[config.mk]
export PLATFORM = sky130hd
export DESIGN_NAME = vga_sram_pixel_fetch
export DESIGN_NICKNAME = d
export VERILOG_FILES = /design/src/rtl/vga_sram_pixel_fetch.sv
export SDC_FILE = /design/constraint.sdc
export NUM_CORES = 1
export LEC_CHECK = 0
export CAP_MARGIN = 20
export CORE_MARGIN = 2
export CORE_UTILIZATION = 45
export DETAILED_ROUTE_END_ITERATION = 7
export HOLD_SLACK_MARGIN = 0.03
export PLACE_DENSITY = 0.75
export SLEW_MARGIN = 40
export SYNTH_ARGS = -nofsm -noshare
export SYNTH_HDL_FRONTEND = slang
export SYNTH_SLANG_ARGS = --single-unit
export TNS_END_PERCENT = 5
[constraint.sdc]
create_clock -name CLK -period 4.4 [get_ports CLK]
set_clock_uncertainty 0.05 [all_clocks]
set_input_delay 1.1 -clock CLK [delete_from_list [all_inputs] [get_ports CLK]]
set_output_delay 1.1 -clock CLK [all_outputs]
set_load 0.02 [all_outputs]
[src/rtl/vga_sram_pixel_fetch.sv]
`default_nettype none
// ============================================================================
// Module      : vga_sram_pixel_fetch
// Description : Double-buffered 320x240 RGB565 SRAM scan-out, pixel-doubled
//               to a 640x480 VGA window with sync re-aligned to the pixels.
// Revision    : 1.0 - initial release
// ============================================================================
module vga_sram_pixel_fetch #(
  parameter logic [9:0]  H_ACT_START = 10'd145,
  parameter logic [9:0]  H_ACT_END   = 10'd784,
  parameter logic [9:0]  V_ACT_START = 10'd36,
  parameter logic [9:0]  V_ACT_END   = 10'd515,
  parameter logic [17:0] BUF1_BASE   = 18'h20000
) (
  input  logic        CLK,
  input  logic        RST,
  input  logic [9:0]  qc1,
  input  logic [9:0]  qc2,
  input  logic        HSYNC_i,
  input  logic        VSYNC_i,
  input  logic        swap_req,
  input  logic [15:0] sram_dq_i,
  output logic [17:0] sram_addr,
  output logic        sram_ce_n,
  output logic        sram_oe_n,
  output logic        sram_we_n,
  output logic [4:0]  vga_r,
  output logic [5:0]  vga_g,
  output logic [4:0]  vga_b,
  output logic        HSYNC_o,
  output logic        VSYNC_o,
  output logic        frame_start,
  output logic        swap_ack,
  output logic        buf_sel
);

  localparam logic [1:0] c_SYNC_WAIT = 2'd0;
  localparam logic [1:0] c_VBLANK    = 2'd1;
  localparam logic [1:0] c_ACTIVE    = 2'd2;

  logic [1:0]  r_state;
  logic [17:0] r_base;
  logic        r_act1;
  logic        r_act2;
  logic [15:0] r_data;
  logic [2:0]  r_hs_dly;
  logic [2:0]  r_vs_dly;

  logic        w_at_start;
  logic        w_at_end;
  logic        w_in_win;
  logic        w_act;
  logic        w_swap;
  logic [9:0]  w_hoff;
  logic [9:0]  w_voff;
  logic [17:0] w_col;
  logic [17:0] w_row;
  logic [17:0] w_row_x320;
  logic [17:0] w_base_cur;
  logic [17:0] w_pix_addr;
  logic        w_unused_bits;

  assign w_at_start = (qc2 == V_ACT_START) && (qc1 == H_ACT_START);
  assign w_at_end   = (qc2 == V_ACT_END) && (qc1 == H_ACT_END);
  assign w_in_win   = (qc1 >= H_ACT_START) && (qc1 <= H_ACT_END) &&
                      (qc2 >= V_ACT_START) && (qc2 <= V_ACT_END);

  // The VBLANK->ACTIVE cycle already issues the first pixel address.
  assign frame_start = (r_state == c_VBLANK) && w_at_start;
  assign w_act       = ((r_state == c_ACTIVE) || frame_start) && w_in_win;
  assign w_swap      = (r_state == c_ACTIVE) && w_at_end && swap_req;

  assign w_hoff        = qc1 - H_ACT_START;
  assign w_voff        = qc2 - V_ACT_START;
  assign w_col         = {9'd0, w_hoff[9:1]};
  assign w_row         = {10'd0, w_voff[8:1]};
  assign w_row_x320    = (w_row << 8) + (w_row << 6);
  assign w_base_cur    = frame_start ? (buf_sel ? BUF1_BASE : 18'd0) : r_base;
  assign w_pix_addr    = w_base_cur + w_row_x320 + w_col;
  assign w_unused_bits = &{1'b0, w_hoff[0], w_voff[9], w_voff[0]};

  assign sram_we_n = 1'b1;
  assign HSYNC_o   = r_hs_dly[2];
  assign VSYNC_o   = r_vs_dly[2];

  always_ff @(posedge CLK or posedge RST) begin
    if (RST) begin
      r_state  <= c_SYNC_WAIT;
      r_base   <= 18'd0;
      buf_sel  <= 1'b0;
      swap_ack <= 1'b0;
    end else begin
      swap_ack <= w_swap;
      if (w_swap) begin
        buf_sel <= ~buf_sel;
      end
      if (frame_start) begin
        r_base <= w_base_cur;
      end
      case (r_state)
        c_SYNC_WAIT: if (!VSYNC_i)    r_state <= c_VBLANK;
        c_VBLANK:    if (w_at_start)  r_state <= c_ACTIVE;
        c_ACTIVE:    if (w_at_end)    r_state <= c_VBLANK;
        default:                      r_state <= c_SYNC_WAIT;
      endcase
    end
  end

  // Three-stage pipe: address, SRAM data capture, colour out.
  always_ff @(posedge CLK or posedge RST) begin
    if (RST) begin
      sram_addr <= 18'd0;
      sram_ce_n <= 1'b1;
      sram_oe_n <= 1'b1;
      r_act1    <= 1'b0;
      r_act2    <= 1'b0;
      r_data    <= 16'd0;
      vga_r     <= 5'd0;
      vga_g     <= 6'd0;
      vga_b     <= 5'd0;
      r_hs_dly  <= 3'b111;
      r_vs_dly  <= 3'b111;
    end else begin
      if (w_act) begin
        sram_addr <= w_pix_addr;
      end
      sram_ce_n <= ~w_act;
      sram_oe_n <= ~w_act;
      r_act1    <= w_act;
      r_act2    <= r_act1;
      r_data    <= sram_dq_i;
      vga_r     <= r_act2 ? r_data[15:11] : 5'd0;
      vga_g     <= r_act2 ? r_data[10:5]  : 6'd0;
      vga_b     <= r_act2 ? r_data[4:0]   : 5'd0;
      r_hs_dly  <= {r_hs_dly[1:0], HSYNC_i};
      r_vs_dly  <= {r_vs_dly[1:0], VSYNC_i};
    end
  end

endmodule
`default_nettype wire

Word level (Yosys, flattened, before mapping)
Cells that the tools add are included.

$add $sub $neg: 5. $lt $le $gt $ge: 4. Equality and inequality tests: 9. Muxes and demuxes: 9. Bitwise logic cells: 2. Reductions and logical operators: 12.

Operators by type and width (count): $mux 18 (2); $eq 10x10->1 const B (2); $le 10x10->1 const B (2); $add 18x17->18 (1); $add 18x9->18 (1); $add 16x14->17 (1); $eq 10x6->1 const B (1); $eq 10x8->1 const B (1); $ge 10x6->1 const B (1); $ge 10x8->1 const B (1); $mux 5 (2); $sub 10x8->10 const B (1); $logic_and 1x1->1 (9); $sub 9x6->9 const B (1); $mux 2 (3); $mux 6 (1); $ne 2x2->1 const B (3); $pmux 2 s3 (1); $reduce_and 3->1 (1); $eq 2x1->1 const B (1); $eq 2x2->1 const B (1); $logic_not 2->1 (1); $not 1->1 (2); $logic_or 1x1->1 (1).

Flip-flop bits (word level): 81. Output and inout bits: 42. Word-level logic and storage cells: 55.

Logic depth before layout (Yosys ltp)
Depth after elaboration: 6. Mapped depth: 18.

Least setup slack after synthesis
No wires, ideal clock.

Path type: input to register. Start point: input qc2[3]. End point: register sram_addr[15]. Library setup time: 95 ps. Arrival time: 4643 ps. Data required time: 4255 ps. Setup slack: -389 ps. Stages: 16. Cells stage by stage: inv_1 ha_1 and4bb_2 nand3_1 nor4_4 clkbuf_1 nor2b_1 fa_1 ha_1 ha_1 a21oi_1 o21ai_0 o21ai_0 a21oi_1 o31a_1 o31ai_1.

Longest elaborated chain between the ends: 6. Elaborated cells between the ends (all ways): 14. Classes of those cells: add/sub: 4; order compare: 2; eq/ne: 1; mux: 1; reduce/logical: 6.

Ends and longest elaborated chain: start: declaration (RTL line 18) `input logic [9:0] qc2,`; $eq 10x6->1 (RTL line 63) `assign w_at_start = (qc2 == V_ACT_START) && (qc1 == H_ACT_START);`; $logic_and 1x1->1 (RTL line 63); $logic_and 1x1->1 (RTL line 69) `assign frame_start = (r_state == c_VBLANK) && w_at_start;`; named net frame_start (RTL line 32) `output logic frame_start,`; $mux 18 (RTL line 78) `assign w_base_cur = frame_start ? (buf_sel ? BUF1_BASE : 18'd0) : r_base;`; named net w_base_cur[6] (RTL line 59) `logic [17:0] w_base_cur;`; $add 18x17->18 (RTL line 79) `assign w_pix_addr = w_base_cur + w_row_x320 + w_col;`; $add 18x9->18 (RTL line 79); end signal: assignment (RTL line 125) `sram_addr <= w_pix_addr;`; end: declaration (RTL line 23) `output logic [17:0] sram_addr,`.

The timed path passes the listed nets, and every way through them passes these cells. A chain may end at the register's enable or synchronous reset.

Final worst setup path
Start point: input qc1[1]. End point: register sram_addr[14].

Longest elaborated chain between the ends: 6. Elaborated cells between the ends (all ways): 14. Classes of those cells: add/sub: 3; order compare: 2; eq/ne: 1; mux: 1; reduce/logical: 7.

Ends and longest elaborated chain: start: declaration (RTL line 17) `input logic [9:0] qc1,`; $eq 10x8->1 (RTL line 63); $logic_and 1x1->1 (RTL line 63); $logic_and 1x1->1 (RTL line 69); $mux 18 (RTL line 78); $add 18x17->18 (RTL line 79); $add 18x9->18 (RTL line 79).

Several ways; a longest one is shown, not always the timed one.

==> impl_metrics.ini <==
[floorplan]
fp.dieW_um = 103
die_y_um = 103
core_area_um2 = 9640
rows = 36
initial_core_util_pct = 45.8
dieArea_um2 = 10600
ios = 83

[timing]
fin_crit_sh_pct = 98.2
hold_viol = 0
whs_ns = 0.299
min_period_ns = 4.32
fmax_mhz = 231
worstMarginPinSlew_ns = 0.630
finalSetupViolations = 0
maxSlewViolCount = 0
tns_ns = 0
slew_headroom_pct = 58.0

[clocking]
cts_root_buf = clkbuf_8
numCtsBuffers = 9
clock_sinks = 81
cts_tree = built
h-tree-depth = 3
clkTransAtPathRegs_ns = 0.08
clk_latency_ns = 0.36
clockBufferDepth = 2
cts_hold_buf = 0

[place]
dpl.hpwl_um = 7280
place_congestion = 0.865
numPortBuffers = 81
place_inst = 664

[power_and_ir_drop]
power_density_nw_per_um2 = 293
p_leak_nw = 3.28
vdd_drop_max_v = 0.000174

[outcome]
status = finished clean

[cells_and_area]
fillers = 774
final_layout_size_suffix_gt1_share_pct = 34.8
mostFrequentLayoutCell = buf_4
n_antenna_cell = 0
layout.cells.non_filler = 702
syn_to_final_growth_pct = 50.6
layout_common_cells = buf_4, dfrtp_1, clkdlybuf4s50_1
nNetsFinal = 658

[synthesis]
async_flop_share_pct = 100
synth-seq-area-share_pct = 46.1
ys_seq_elements = 81
yosysUniqueCellTypes = 51
avgSynthCellArea_um2 = 11.4
postSynthCellCount = 387
yosys_warnings = 0
netlist_area_um2 = 4420
synth_ff_type = dfrtp_1
synth_edf_count = 0
synth_nets = 481

[critical_path]
cp.required_ns = 4.62
path_delay_family = compound AO/OA/AOI/OAI gates
critPathMaxFanout = 3
r2r_start = r_state[0]
reg2reg_to = sram_addr[14]
critPathMaxStageDelay_ns = 0.45
arrival_ns = 4.54
path_class = in -> reg
path_cells = buf_6 > inv_4 > ha_4 > or3b_4 > a21boi_2 > nor2_1 > xor2_1 > fa_2 > inv_2 > fa_2 > ha_4 > a21o_1 > a21o_1 > a221o_1 > o211ai_1 > a21boi_1 > o31ai_1
slowest_stage = fa_2
cp-end-kind = flop
startpoint_type = input pin
critPathBufInv = 3
reg2regPathDepth = 14
r2r_slack_ns = 0.96

[min_path]
min-delay-start = r_act1
hold_depth = 0
hold_path.class = reg -> reg
worstHoldEndpoint = r_act2

[routing]
vias_per_cell = 4.94
wire_per_inst_um = 14.6
firstDrtPassIters = 4
drt-initial-drc-count = 83
final_antenna_net_count = 0
wl_um = 10300
via_count = 3467
detail_route.drc_violations = 0

[global_route]
grt_pass1_wl_um = 16300
antenna_found_initial = 0
grt_max_degree = 50
grt-ovfl-total = 0
grt_usage_pct = 19.9
grt_pass1_vias = 3579

[job]
cap_violations = 0
layer usage:
layer	vias up	part of all wire (%)	track usage [%]	wire length [um]
met3	19	4.9	5.29	500
met1	1686	40	23.8	4080
met5	-	0	0	0
met4	0	2.0	5.77	205
li1	1664	-	-	-
met2	98	53	35.3	5470
how the worst max path moves through the flow:
stage          startpoint            end  slack [ns]  cells past startpoint
6_report           qc1[1]  sram_addr[14]        0.08                     17
5_1_grt            qc2[4]  sram_addr[17]       -0.04                     15
4_1_cts            qc2[2]  sram_addr[14]       0.002                     19
3_5_place_dp       qc2[3]  sram_addr[14]       -0.87                     19
3_3_place_gp       qc2[3]  sram_addr[14]       -0.72                     19
2_1_floorplan      qc2[3]  sram_addr[14]       -0.07                     18
kinds of logic after synthesis:
logic type	Yosys count	share of synthesized area, %
adder cells (fa/ha/maj)	53	16.7
multiplexers	11	3.54
other	1	0.0849
AO/OA/AOI/OAI	73	10.8
buffers and inverters	43	4.19
AND/OR/NAND/NOR	102	13.7
XOR/XNOR	23	4.90
flip-flops	81	46.1
stage by stage:
step | total power [W] | area, um2 | setup WS, ns | utilization [%]
4_1_cts | 0.00192 | 6420 | 0.00229 | 66.6
3_3_place_gp | 0.00123 | 6010 | -0.719 | 62.3
6_report | 0.00195 | 6650 | 0.0785 | 69.0
2_1_floorplan | 0.00103 | 4560 | -0.0740 | -
5_1_grt | 0.00205 | 6650 | -0.0421 | 69.0
3_5_place_dp | 0.00124 | 6010 | -0.872 | 62.3
flip-flops by register name (all words and copies together), names as in the netlist:
register	cells
r_hs_dly	3
r_act2	1
r_data	16
sram_addr	18
buf_sel	1
swap_ack	1
vga_r	5
r_state	2
r_act1	1
vga_b	5
r_vs_dly	3
r_base	18
vga_g	6
sram_oe_n	1
synthesized netlist by cell type, types with 3 or more instances:
cell type,instances,area (um2)
dfrtp_1,74,1850
ha_1,43,538
inv_1,33,124
nor2b_1,31,194
o21ai_0,23,115
and2_1,17,106
nand2_1,16,60.1
a21oi_1,15,75.1
xor2_1,14,123
nor2_1,12,45.0
fa_1,10,200
mux2_4,9,135
a21o_1,8,60.1
xnor2_1,8,70.1
dfstp_2,7,184
nor3_1,6,30.0
clkbuf_1,5,18.8
o21a_1,5,37.5
o31ai_1,5,37.5
nand3_1,4,20.0
a21boi_0,3,22.5
o211ai_1,3,22.5
what timing repair did:
item                                    in CTS  in global routing
resized for setup                           54                 53
setup buffers                               15                  7
pin swaps                                   29                 32
endpoints found under the setup margin      13                 12
final cells by class:
type	instances	area (um2)	share of cell area [%]
Clock buffer	10	128	1.92
Multi-Input combinational cell	263	2540	38.1
Sequential cell	81	2040	30.6
Tap cell	133	166	2.50
Inverter	33	143	2.14
Clock inverter	6	115	1.73
Timing Repair Buffer	176	1530	23.0
power by group:
group	switching (W)	internal [W]	leakage, nW
clock	0.000280	0.000381	0.117
sequential	0.00000209	0.000756	1.07
combinational	0.000249	0.000281	2.10
total	0.000532	0.00142	3.28
(Power assumes the default switching activity.)
